==> src/rtl/lag_meter_pkg.sv <==
// lag_meter_pkg: shared types and constants for the display-lag meter.
//   LagState  - measurement FSM states
//   LagResult - latency + statistics bundle for OSD / host readout
package lag_meter_pkg;

    localparam int unsigned LAG_SYNC_STAGES  = 2;
    localparam int unsigned LAG_COUNT_WIDTH  = 32;
    localparam int unsigned LAG_SAMPLE_WIDTH = 16;

    typedef enum logic [1:0] {
        IDLE    = 2'd0,
        ARMED   = 2'd1,
        HOLDOFF = 2'd2
    } LagState;

    typedef struct packed {
        logic [LAG_COUNT_WIDTH-1:0]  latency;
        logic [LAG_COUNT_WIDTH-1:0]  min;
        logic [LAG_COUNT_WIDTH-1:0]  max;
        logic [LAG_SAMPLE_WIDTH-1:0] count;
    } LagResult;

endpackage

==> src/rtl/lag_meter_if.sv <==
// lag_meter_if: trigger/sensor inputs and result/statistics outputs of the
// lag meter. master = video generator / host side, slave = lag_meter.
interface lag_meter_if
    import lag_meter_pkg::*;
#(
    parameter int unsigned COUNT_WIDTH = 32
);
    logic                        starttrigger;
    logic                        sensor_in;
    logic                        clear_stats;
    logic                        busy;
    logic [COUNT_WIDTH-1:0]      result_latency;
    logic                        result_valid;
    logic                        timeout;
    logic                        missed;
    logic [COUNT_WIDTH-1:0]      lat_min;
    logic [COUNT_WIDTH-1:0]      lat_max;
    logic [LAG_SAMPLE_WIDTH-1:0] sample_count;

    modport master (
        output starttrigger, sensor_in, clear_stats,
        input  busy, result_latency, result_valid, timeout, missed,
               lat_min, lat_max, sample_count
    );

    modport slave (
        input  starttrigger, sensor_in, clear_stats,
        output busy, result_latency, result_valid, timeout, missed,
               lat_min, lat_max, sample_count
    );
endinterface

==> src/rtl/lag_meter_sensor_filter.sv <==
// sensor_filter: synchronises the raw sensor, normalises polarity so that
// filt=1 means light, and debounces it.
//   clock, reset - pixel clock, synchronous active-high reset
//   sensor_in    - raw asynchronous sensor level
//   filt         - debounced, active-high light level
module sensor_filter
    import lag_meter_pkg::*;
#(
    parameter int unsigned FILTER_CYCLES      = 16,
    parameter bit          SENSOR_ACTIVE_HIGH = 1'b1
) (
    input  logic clock,
    input  logic reset,
    input  logic sensor_in,
    output logic filt
);
    localparam int unsigned      RUN_W    = $clog2(FILTER_CYCLES + 1);
    localparam logic             IDLE_RAW = !SENSOR_ACTIVE_HIGH;
    localparam logic [RUN_W-1:0] RUN_MAX  = RUN_W'(FILTER_CYCLES);

    // sync_q[0] is the first stage, the top bit the second
    logic [LAG_SYNC_STAGES-1:0] sync_q, sync_d;
    logic [RUN_W-1:0]           run_q, run_d;
    logic                       filt_q, filt_d;
    logic                       level_c;

    // Filter flips only after the opposite level has been seen for the full run
    always_comb begin
        sync_d  = {sync_q[LAG_SYNC_STAGES-2:0], sensor_in};
        level_c = sync_q[LAG_SYNC_STAGES-1] ^ IDLE_RAW;
        run_d   = run_q;
        filt_d  = filt_q;
        if (level_c == filt_q) begin
            run_d = '0;
        end else if (run_q == RUN_MAX) begin
            filt_d = level_c;
            run_d  = '0;
        end else begin
            run_d = run_q + RUN_W'(1);
        end
    end

    always_ff @(posedge clock) begin
        if (reset) begin
            sync_q <= {LAG_SYNC_STAGES{IDLE_RAW}};
            run_q  <= '0;
            filt_q <= 1'b0;
        end else begin
            sync_q <= sync_d;
            run_q  <= run_d;
            filt_q <= filt_d;
        end
    end

    assign filt = filt_q;

endmodule

==> src/rtl/lag_meter.sv <==
// lag_meter: measures clock cycles from the video generator's starttrigger
// to debounced sensor brightness, with running min/max/count statistics.
//   clock, reset - pixel clock, synchronous active-high reset
//   bus (slave)  - starttrigger, sensor_in, clear_stats in; busy,
//                  result_latency/valid, timeout, missed, lat_min/max,
//                  sample_count out
module lag_meter
    import lag_meter_pkg::*;
#(
    parameter int unsigned COUNT_WIDTH        = 32,
    parameter int unsigned FILTER_CYCLES      = 16,
    parameter int unsigned TIMEOUT_CYCLES     = 74250000,
    parameter bit          SENSOR_ACTIVE_HIGH = 1'b1
) (
    input  logic        clock,
    input  logic        reset,
    lag_meter_if.slave  bus
);
    // Pipeline delay from sync1 capture to filt being seen by the FSM
    localparam logic [COUNT_WIDTH-1:0] COMP        = COUNT_WIDTH'(FILTER_CYCLES + 2);
    localparam logic [COUNT_WIDTH-1:0] TIMEOUT_VAL = COUNT_WIDTH'(TIMEOUT_CYCLES);

    logic                        filt;
    LagState                     state_q, state_d;
    logic [COUNT_WIDTH-1:0]      cnt_q, cnt_d, cnt_inc_c, latency_c;
    logic [COUNT_WIDTH-1:0]      latency_q, latency_d;
    logic [COUNT_WIDTH-1:0]      lat_min_q, lat_min_d, lat_max_q, lat_max_d;
    logic [LAG_SAMPLE_WIDTH-1:0] count_q, count_d;
    logic                        valid_q, valid_d, timeout_q, timeout_d;
    logic                        missed_q, missed_d, busy_q, busy_d;
    logic                        new_result_c;

    sensor_filter #(
        .FILTER_CYCLES      (FILTER_CYCLES),
        .SENSOR_ACTIVE_HIGH (SENSOR_ACTIVE_HIGH)
    ) u_filter (
        .clock     (clock),
        .reset     (reset),
        .sensor_in (bus.sensor_in),
        .filt      (filt)
    );

    // Next-state, result and statistics logic
    always_comb begin
        state_d      = state_q;
        cnt_d        = cnt_q;
        latency_d    = latency_q;
        lat_min_d    = lat_min_q;
        lat_max_d    = lat_max_q;
        count_d      = count_q;
        valid_d      = 1'b0;
        timeout_d    = 1'b0;
        missed_d     = 1'b0;
        new_result_c = 1'b0;
        cnt_inc_c    = cnt_q + COUNT_WIDTH'(1);
        // Clamp guards against a rise that started inside the filter window
        latency_c    = (cnt_q >= COMP) ? (cnt_q - COMP) : '0;

        case (state_q)
            IDLE: begin
                if (bus.starttrigger) begin
                    if (filt) begin
                        missed_d = 1'b1;
                    end else begin
                        state_d = ARMED;
                        cnt_d   = '0;
                    end
                end
            end
            ARMED: begin
                // Detection takes priority over a coincident timeout
                if (filt) begin
                    latency_d    = latency_c;
                    valid_d      = 1'b1;
                    new_result_c = 1'b1;
                    state_d      = HOLDOFF;
                end else begin
                    cnt_d = cnt_inc_c;
                    if (cnt_inc_c == TIMEOUT_VAL) begin
                        timeout_d = 1'b1;
                        state_d   = HOLDOFF;
                    end
                end
            end
            HOLDOFF: begin
                missed_d = bus.starttrigger;
                if (!filt) begin
                    state_d = IDLE;
                end
            end
            default: state_d = IDLE;
        endcase

        // Clear first so a coincident result is folded into fresh stats
        if (bus.clear_stats) begin
            lat_min_d = '1;
            lat_max_d = '0;
            count_d   = '0;
        end
        if (new_result_c) begin
            if (latency_c < lat_min_d) lat_min_d = latency_c;
            if (latency_c > lat_max_d) lat_max_d = latency_c;
            if (count_d != '1)         count_d   = count_d + LAG_SAMPLE_WIDTH'(1);
        end

        busy_d = (state_d != IDLE);
    end

    always_ff @(posedge clock) begin
        if (reset) begin
            state_q   <= IDLE;
            cnt_q     <= '0;
            latency_q <= '0;
            lat_min_q <= '1;
            lat_max_q <= '0;
            count_q   <= '0;
            valid_q   <= 1'b0;
            timeout_q <= 1'b0;
            missed_q  <= 1'b0;
            busy_q    <= 1'b0;
        end else begin
            state_q   <= state_d;
            cnt_q     <= cnt_d;
            latency_q <= latency_d;
            lat_min_q <= lat_min_d;
            lat_max_q <= lat_max_d;
            count_q   <= count_d;
            valid_q   <= valid_d;
            timeout_q <= timeout_d;
            missed_q  <= missed_d;
            busy_q    <= busy_d;
        end
    end

    assign bus.busy           = busy_q;
    assign bus.result_latency = latency_q;
    assign bus.result_valid   = valid_q;
    assign bus.timeout        = timeout_q;
    assign bus.missed         = missed_q;
    assign bus.lat_min        = lat_min_q;
    assign bus.lat_max        = lat_max_q;
    assign bus.sample_count   = count_q;

endmodule

==> src/flat_wrapper.sv <==
// flat-port wrapper written by rule: the top's interface ports become plain ports
module lag_meter_flat import lag_meter_pkg::*;
#(
    parameter int unsigned COUNT_WIDTH        = 32,
    parameter int unsigned FILTER_CYCLES      = 16,
    parameter int unsigned TIMEOUT_CYCLES     = 74250000,
    parameter bit          SENSOR_ACTIVE_HIGH = 1'b1
)
  (clock, reset, bus_starttrigger, bus_sensor_in, bus_clear_stats, bus_busy, bus_result_latency, bus_result_valid, bus_timeout, bus_missed, bus_lat_min, bus_lat_max, bus_sample_count);
  lag_meter_if #(.COUNT_WIDTH(COUNT_WIDTH)) bus_i ();
  input  logic clock;
  input  logic reset;
  input wire logic [$bits(bus_i.starttrigger)-1:0] bus_starttrigger;
  input wire logic [$bits(bus_i.sensor_in)-1:0] bus_sensor_in;
  input wire logic [$bits(bus_i.clear_stats)-1:0] bus_clear_stats;
  output wire logic [$bits(bus_i.busy)-1:0] bus_busy;
  output wire logic [$bits(bus_i.result_latency)-1:0] bus_result_latency;
  output wire logic [$bits(bus_i.result_valid)-1:0] bus_result_valid;
  output wire logic [$bits(bus_i.timeout)-1:0] bus_timeout;
  output wire logic [$bits(bus_i.missed)-1:0] bus_missed;
  output wire logic [$bits(bus_i.lat_min)-1:0] bus_lat_min;
  output wire logic [$bits(bus_i.lat_max)-1:0] bus_lat_max;
  output wire logic [$bits(bus_i.sample_count)-1:0] bus_sample_count;
  assign bus_i.starttrigger = bus_starttrigger;
  assign bus_i.sensor_in = bus_sensor_in;
  assign bus_i.clear_stats = bus_clear_stats;
  assign bus_busy = bus_i.busy;
  assign bus_result_latency = bus_i.result_latency;
  assign bus_result_valid = bus_i.result_valid;
  assign bus_timeout = bus_i.timeout;
  assign bus_missed = bus_i.missed;
  assign bus_lat_min = bus_i.lat_min;
  assign bus_lat_max = bus_i.lat_max;
  assign bus_sample_count = bus_i.sample_count;
  lag_meter #(.COUNT_WIDTH(COUNT_WIDTH), .FILTER_CYCLES(FILTER_CYCLES), .TIMEOUT_CYCLES(TIMEOUT_CYCLES), .SENSOR_ACTIVE_HIGH(SENSOR_ACTIVE_HIGH)) u_core (.clock(clock), .reset(reset), .bus(bus_i));
endmodule
==> config.mk <==
export PLATFORM = sky130hd
export DESIGN_NAME = lag_meter_flat
export DESIGN_NICKNAME = d
export VERILOG_FILES = /design/src/rtl/lag_meter_pkg.sv /design/src/rtl/lag_meter_if.sv /design/src/rtl/lag_meter_sensor_filter.sv /design/src/rtl/lag_meter.sv /design/src/flat_wrapper.sv
export SDC_FILE = /design/constraint.sdc
export NUM_CORES = 1
export LEC_CHECK = 0
export CORE_UTILIZATION = 47
export DETAILED_ROUTE_END_ITERATION = 7
export HOLD_SLACK_MARGIN = 0.1
export PLACE_DENSITY = 0.82
export SYNTH_ARGS = -nofsm -noshare
export SYNTH_HDL_FRONTEND = slang
export SYNTH_SLANG_ARGS = --single-unit
==> constraint.sdc <==
create_clock -name clock -period 4.3 [get_ports clock]
set_input_delay 1.29 -clock clock [delete_from_list [all_inputs] [get_ports clock]]
set_output_delay 1.29 -clock clock [all_outputs]
set_load 0.02 [all_outputs]
==> flow_summary_export.csv, run 1 <==
group,metric,value,unit
global_route,grt_use_total,28.1,%
floorplan,fp.dieH,147,um
synth,synth_top_cell_by_area,"dfxtp_1",
place,dp.cells,1692,
floorplan,dieArea,21500,um^2
setup_path,crit_fanout,9,
run_status,violations,"negative setup slack",
layout,drive_above_1_share,17.8,%
timing,fmax,218,MHz
floorplan,start_util,48.3,%
timing,rsz0062_at_grt,"true",
power,p_per_area,234,nW/um^2
timing,slew_headroom,33.8,%
global_route,grt_max_degree,141,
layout,n_fill_cell,1513,
place,port_buffers,120,
drt,drt_iter0_drc,1053,
global_route,antenna_found_initial,0,
clocking,numCtsBuffers,17,
drt,drc_errors,0,
clocking,cts_hold_buf,0,
synth,ys_types,65,
setup_path,worstPathRequired,4.62,ns
timing,setup_ws,-0.297,ns
synth,async_flop_share,0,%
layout,final-seq-area,3170,um^2
synth,synth_seq_area_share,32.2,%
layout,num-nets-final,1543,
synth,synthTopCellsByArea,"dfxtp_1, ha_1, nor2_1",
timing,fin_worst_skew,0.00728,ns
setup_path,setup.worst_path.class,"flip-flop to flip-flop",
timing,period_share,107,%
clocking,cts_num_sinks,158,
power,power.leakage,5.29,nW
floorplan,pin_count,121,
global_route,grt_overflow,0,
hold_path,hold_path_class,"flip-flop to flip-flop",
place,place.detailed.hpwl,20700,um
timing,tightest_slew,0.993,ns
power,ir_drop,239,uV
synth,syn_inst,1263,
drt,routedWlPerCell,18.2,um
synth,ys_ff_latch,158,
floorplan,die_x,147,um
setup_path,critPathCaptureType,"flip-flop",
layout,antenna_cells,0,
synth,synth.avg_cell_area,7.78,um^2
synth,synth_edf_count,0,
clocking,clk_pin_slew,0.07,ns
timing,final.min_clock_period,4.60,ns
global_route,grt_pass1_wl,48700,um
synth,netlist.area_leader.share,32.2,%
floorplan,row_count,52,
timing,holdWs,0.437,ns
timing,setup_viol,32,
global_route,grt_pass1_vias,9707,
layout,final_cells,1753,
clocking,clock_latency,0.44,ns
hold_path,min_from,"u_core.u_filter.sync_q[0]$_SDFF_PP0_",
synth,yosysWarnings,0,
synth,syn_area,9830,um^2
run_status,status,"finished, violations left",
synth,syn_nets,1336,
setup_path,start_kind,"flip-flop",
timing,hold_viol,0,
place,gp_congestion,0.948,
clocking,cts_tree,"yes",
drt,drt_pass1_iterations,6,
drt,drt-total-wl,31900,um
setup_path,crit_start,"u_core.cnt_q[8]$_SDFFE_PP0P_",
drt,via_per_inst,5.98,
power,p_total,3.09,mW
timing,tns,-7.83,ns
drt,vias,10500,
setup_path,r2r-start,"u_core.cnt_q[8]$_SDFFE_PP0P_",
clocking,cts_root_buf,"clkbuf_16",
flow_run,cap_viol_max_count,0,
timing,drv_slew,0,
clocking,htreeDepth,4,
clocking,clock_path_buffers,2,
drt,drtAntennaViolNets,0,
synth,ys.flop_type,"dfxtp_1",
setup_path,critPathArrivalTime,4.91,ns
layout,multi_input_area,6460,um^2
floorplan,coreArea,20400,um^2
layout,syn_to_final_growth,34.8,%
-- critical path, stage by stage, from the launching register on --
cell and delay (ns):
dfxtp_2 0.33, or4_4 0.59, nor4_4 0.22, nor3b_4 0.28, buf_12 0.18, buf_12 0.13, nor2_1 0.07, ha_1 0.38
nand4_1 0.19, or4_4 0.49, o31ai_1 0.48, a2111oi_2 0.14, nor4_4 0.15, buf_4 0.16, buf_4 0.12, a211oi_4 0.04
buf_6 0.18, mux2_1 0.32
-- per-stage QoR --
| stage | cell area [um^2] | utilization (%) | setup slack (ns) |
|---|---|---|---|
| floorplan | 9860 | - | 0.00805 |
| global placement | 12100 | 59.4 | -0.545 |
| detailed placement | 12100 | 59.4 | -0.585 |
| CTS | 13000 | 64.1 | -0.0201 |
| global route | 13300 | 65.1 | -0.479 |
| finish | 13300 | 65.1 | -0.297 |
-- registers in the layout, summed over array words and instances (netlist names) --
name / flops
u_core.bus.result_valid: 1
u_core.u_filter.filt: 1
u_core.bus.sample_count: 16
u_core.bus.lat_max: 32
u_core.bus.busy: 1
u_core.cnt_q: 32
u_core.bus.result_latency: 32
u_core.u_filter.run_q: 5
u_core.bus.lat_min: 32
u_core.state_q: 2
u_core.bus.timeout: 1
u_core.u_filter.sync_q: 2
u_core.bus.missed: 1
-- repair_timing --
action / CTS / global route
gates resized for setup: 33 / 21
endpoints found under the hold margin: 0 / 0
setup endpoints to repair: 32 / 43
cloned: 2 / 4
setup buffers: 18 / 5
pin swaps: 11 / 7
-- where the power goes --
group	internal, mW	switching, mW	leakage [nW]
clock	0.840	0.664	0.282
sequential	1.47	0.00264	1.28
combinational	0.0363	0.0856	3.73
total	2.34	0.752	5.29
-- cell usage after synthesis (3+ instances only) --
cell type	instances
clkbuf_1	89
and4_1	8
and3_1	10
nand3_1	31
nand2b_1	41
nor2b_1	17
ha_1	68
or3_1	15
a21o_1	7
or2_2	18
mux2i_1	49
o31ai_1	3
xor2_1	19
o31a_1	3
a31oi_1	9
o211ai_1	8
inv_1	19
nor2_1	192
nand2_1	107
buf_6	3
a21oi_1	88
a211oi_1	13
nor3_1	79
nand4b_1	5
o21a_1	3
a2111oi_0	4
buf_2	5
nand4_1	24
o21ai_0	37
and2_1	7
or4_1	6
xnor2_1	30
dfxtp_1	158
nor3b_1	5
o41ai_1	3
a311oi_1	7
nor4_1	20
mux2_1	16
a22oi_1	3
-- placed cells by master, fill, tap and decap left out, types with 14 or more instances in the layout --
master	Yosys	final
nand2_1	107	107
a21oi_1	88	85
xor2_1	19	18
buf_4	0	148
nand4_1	24	24
or3_1	15	14
dfxtp_1	158	156
nor2_1	192	187
ha_1	68	66
nand3_1	31	31
o21ai_0	37	34
nor3_1	79	78
clkdlybuf4s50_1	0	118
nand2b_1	41	40
inv_1	19	18
or2_2	18	18
mux2i_1	49	49
mux2_1	16	14
nor2b_1	17	17
clkbuf_16	0	21
nor4_1	20	15
xnor2_1	30	27
-- cell type report --
| cell class | count | area share [%] |
|---|---|---|
| Timing Repair Buffer | 286 | 19.9 |
| Sequential cell | 158 | 23.9 |
| Clock inverter | 13 | 0.992 |
| Clock buffer | 19 | 3.42 |
| Inverter | 19 | 0.538 |
| Multi-Input combinational cell | 988 | 48.7 |
| Tap cell | 270 | 2.55 |
-- kinds of logic (layout without fill, tap and decap cells) --
family	count (synthesis)	in the layout	share of synthesized area [%]
compound gates	204	205	12.8
xor+xnor	49	49	4.37
fa+ha+maj	68	68	8.65
buf+inv	118	337	4.80
flops	158	158	32.2
mux	67	67	7.05
simple gates	599	599	30.1
-- metal layers --
layer  vias up  track usage [%]  part of all wire, %
met3       159             4.38                  6.9
met2       549             46.2                   48
met4         0             15.9                  5.4
li1       4868                -                    -
met5         -                0                    0
met1      4904             34.9                   40
-- final timing paths --
path	end	slack, ns	cells after the start
setup / recovery	u_core.bus.lat_max[12]$_SDFF_PP0_	-0.30	17
hold / removal	u_core.u_filter.sync_q[1]$_SDFF_PP0_	0.44	1
setup reg to reg	u_core.bus.lat_max[12]$_SDFF_PP0_	-0.30	17
hold reg to reg	u_core.u_filter.sync_q[1]$_SDFF_PP0_	0.44	1
Power figures use the tool's default switching activity.
==> run 2, diff against run 1 <==
--- a/config.mk
+++ b/config.mk
@@ -5,6 +5,7 @@
 export SDC_FILE = /design/constraint.sdc
 export NUM_CORES = 1
 export LEC_CHECK = 0
+export ABC_CLOCK_PERIOD_IN_PS = 4300
 export CORE_UTILIZATION = 47
 export DETAILED_ROUTE_END_ITERATION = 7
 export HOLD_SLACK_MARGIN = 0.1
==> results of run 2 <==
No change in the layout: final DEF, timing and power equal those of run 1.
==> run 3, diff against run 2 <==
--- a/config.mk
+++ b/config.mk
@@ -6,10 +6,12 @@
 export NUM_CORES = 1
 export LEC_CHECK = 0
 export ABC_CLOCK_PERIOD_IN_PS = 4300
-export CORE_UTILIZATION = 47
+export CELL_PAD_IN_SITES_DETAIL_PLACEMENT = 0
+export CELL_PAD_IN_SITES_GLOBAL_PLACEMENT = 1
+export CORE_UTILIZATION = 38
 export DETAILED_ROUTE_END_ITERATION = 7
 export HOLD_SLACK_MARGIN = 0.1
-export PLACE_DENSITY = 0.82
+export PLACE_DENSITY = 0.88
 export SYNTH_ARGS = -nofsm -noshare
 export SYNTH_HDL_FRONTEND = slang
 export SYNTH_SLANG_ARGS = --single-unit
==> run 3 against run 2 <==
Effect of this change:
- the run still ends with negative setup slack left
- sequential cell count stayed put
- count of clock-buffer cells in the layout decreased by 2
- clock skew rose by 0.0020 ns
- first-iteration DRC count shrank 9.5%
- core utilization fell by 10 points
- via count shrank 1.8%
- critical path type unchanged
- critical endpoint is now u_core.bus.lat_max[7]$_SDFF_PP0_
- largest cell class unchanged
==> flow_summary_export.csv, run 3 (synthesis results as in run 1) <==
group,metric,value,unit
layout,final_cells,1848,
power,internal_power,2.26,mW
place,gp_congestion,0.967,
power,p_seq_share,48.2,%
floorplan,row_count,58,
timing,fmax,217,MHz
global_route,grt_overflow,0,
drt,routedWlPerCell,17.4,um
timing,setup_viol,32,
hold_path,hold_path_class,"flip-flop to flip-flop",
power,p_total,3.04,mW
timing,period_share,107,%
layout,antenna_cells,0,
run_status,status,"finished, violations left",
global_route,grt_pass1_vias,9573,
timing,slew_headroom,35.3,%
layout,num-nets-final,1578,
global_route,grt_use_total,23.2,%
power,p_per_area,220,nW/um^2
floorplan,pin_count,121,
timing,fin_worst_skew,0.00927,ns
power,p_sw,0.782,mW
place,port_buffers,120,
clocking,cts_root_buf,"clkbuf_16",
clocking,clock_path_buffers,2,
clocking,numCtsBuffers,17,
layout,final-seq-area,3170,um^2
place,dpl-instance-area,12200,um^2
setup_path,reg2reg_depth,20,
clocking,clk_pin_slew,0.07,ns
clocking,cts_hold_buf,0,
timing,tns,-8.15,ns
global_route,grt_pass1_wl,49200,um
setup_path,critPathCaptureType,"flip-flop",
setup_path,cpPeakStageDelay,0.56,ns
power,ir_drop,247,uV
layout,utilization,54.9,%
layout,fin_area,13900,um^2
drt,drt_iter0_drc,953,
run_status,violations,"negative setup slack",
timing,setup_ws,-0.300,ns
timing,drv_slew,0,
power,p_comb_share,4.2,%
drt,drc_errors,0,
flow_run,cap_viol_max_count,0,
timing,final.min_clock_period,4.60,ns
layout,drive_above_1_share,22.5,%
drt,drt-total-wl,32100,um
clocking,htreeDepth,4,
layout,layout_common_cells,"nor2_1, buf_4, dfxtp_1, clkdlybuf4s50_1, nand2_1",
global_route,antenna_found_initial,0,
layout,final_common_cell,"nor2_1",
floorplan,die_x,163,um
drt,vias,10300,
layout,multi_input_area,6720,um^2
power,power.leakage,5.44,nW
floorplan,start_util,38.9,%
setup_path,start_kind,"flip-flop",
floorplan,dieArea,26500,um^2
layout,n_fill_cell,2236,
timing,tightest_slew,0.968,ns
clocking,clock_latency,0.43,ns
timing,rsz0062_at_grt,"true",
setup_path,path_cells,"or4_4, buf_6, nor4_4, nor3b_4, buf_6, buf_4, buf_12, buf_16, nor2_1, ha_1, buf_4, a21oi_1, o21ai_1, a221oi_2, a211oi_1, a211oi_2, buf_4, a211oi_4, buf_6, mux2_4",
hold_path,worst_hold_path.num_cells,1,
setup_path,critPathArrivalTime,4.92,ns
timing,holdWs,0.444,ns
floorplan,fp.dieH,163,um
drt,drt_pass1_iterations,5,
place,dp.cells,1762,
drt,drtAntennaViolNets,0,
setup_path,slowest_stage,"or4_4",
clocking,cts_num_sinks,158,
layout,syn_to_final_growth,41.0,%
floorplan,coreArea,25300,um^2
place,place.detailed.hpwl,21100,um
place,dpl_worst_slack,-0.813,ns
setup_path,worstPathRequired,4.62,ns
drt,via_per_inst,5.57,
power,switching_share,25.7,%
timing,hold_viol,0,
power,clkPwrFrac,47.6,%
setup_path,setup.worst_path.class,"flip-flop to flip-flop",
clocking,cts_tree,"yes",
global_route,grt_max_degree,97,
setup_path,crit_fanout,11,
==> run 3: area by class of cell <==
type	count	area share (%)
Multi-Input combinational cell	988	48.5
Sequential cell	158	22.8
Timing Repair Buffer	321	21.2
Clock buffer	17	3.07
Tap cell	330	2.98
Clock inverter	15	0.911
Inverter	19	0.532
==> run 3: critical path, delay by kind of cell (launching register included) <==
family,cells,cell delay (ns)
AO/OA/AOI/OAI,6,1.37
buffers and inverters,8,1.17
AND/OR/NAND/NOR,4,1.02
flip-flops,1,0.32
adder cells (fa/ha/maj),1,0.30
multiplexers,1,0.30
==> run 3: final timing paths <==
kind                                                            from                                   end  slack [ns]
worst max-delay path                    u_core.cnt_q[8]$_SDFFE_PP0P_      u_core.bus.lat_max[7]$_SDFF_PP0_       -0.30
worst min-delay path            u_core.u_filter.sync_q[0]$_SDFF_PP0_  u_core.u_filter.sync_q[1]$_SDFF_PP0_        0.44
worst max register to register          u_core.cnt_q[8]$_SDFFE_PP0P_      u_core.bus.lat_max[7]$_SDFF_PP0_       -0.30
worst min register to register  u_core.u_filter.sync_q[0]$_SDFF_PP0_  u_core.u_filter.sync_q[1]$_SDFF_PP0_        0.44
==> run 3: what timing repair did <==
action	CTS	global route
buffers inserted	39	11
resized for setup	73	53
pin swaps	28	33
gates cloned	5	1
endpoints found under the setup margin	63	64
==> run 3: layer usage <==
metal  track usage, %  vias up  wire (um)
met1             30.2     4909      14400
li1                 -     4930          -
met4             10.4        0       1300
met3             3.69       99       1490
met2             37.6      351      15000
met5                0        -          0
==> run 3: power by group through the flow <==
stage	Clock (mW)	Sequential [mW]	Combinational, mW
after global routing	1.53	1.47	0.141
final	1.45	1.47	0.128
after detailed placement	0	1.50	0.126
after floorplan	0	1.50	0.0850
after CTS	1.47	1.47	0.126
after global placement	0	1.50	0.124
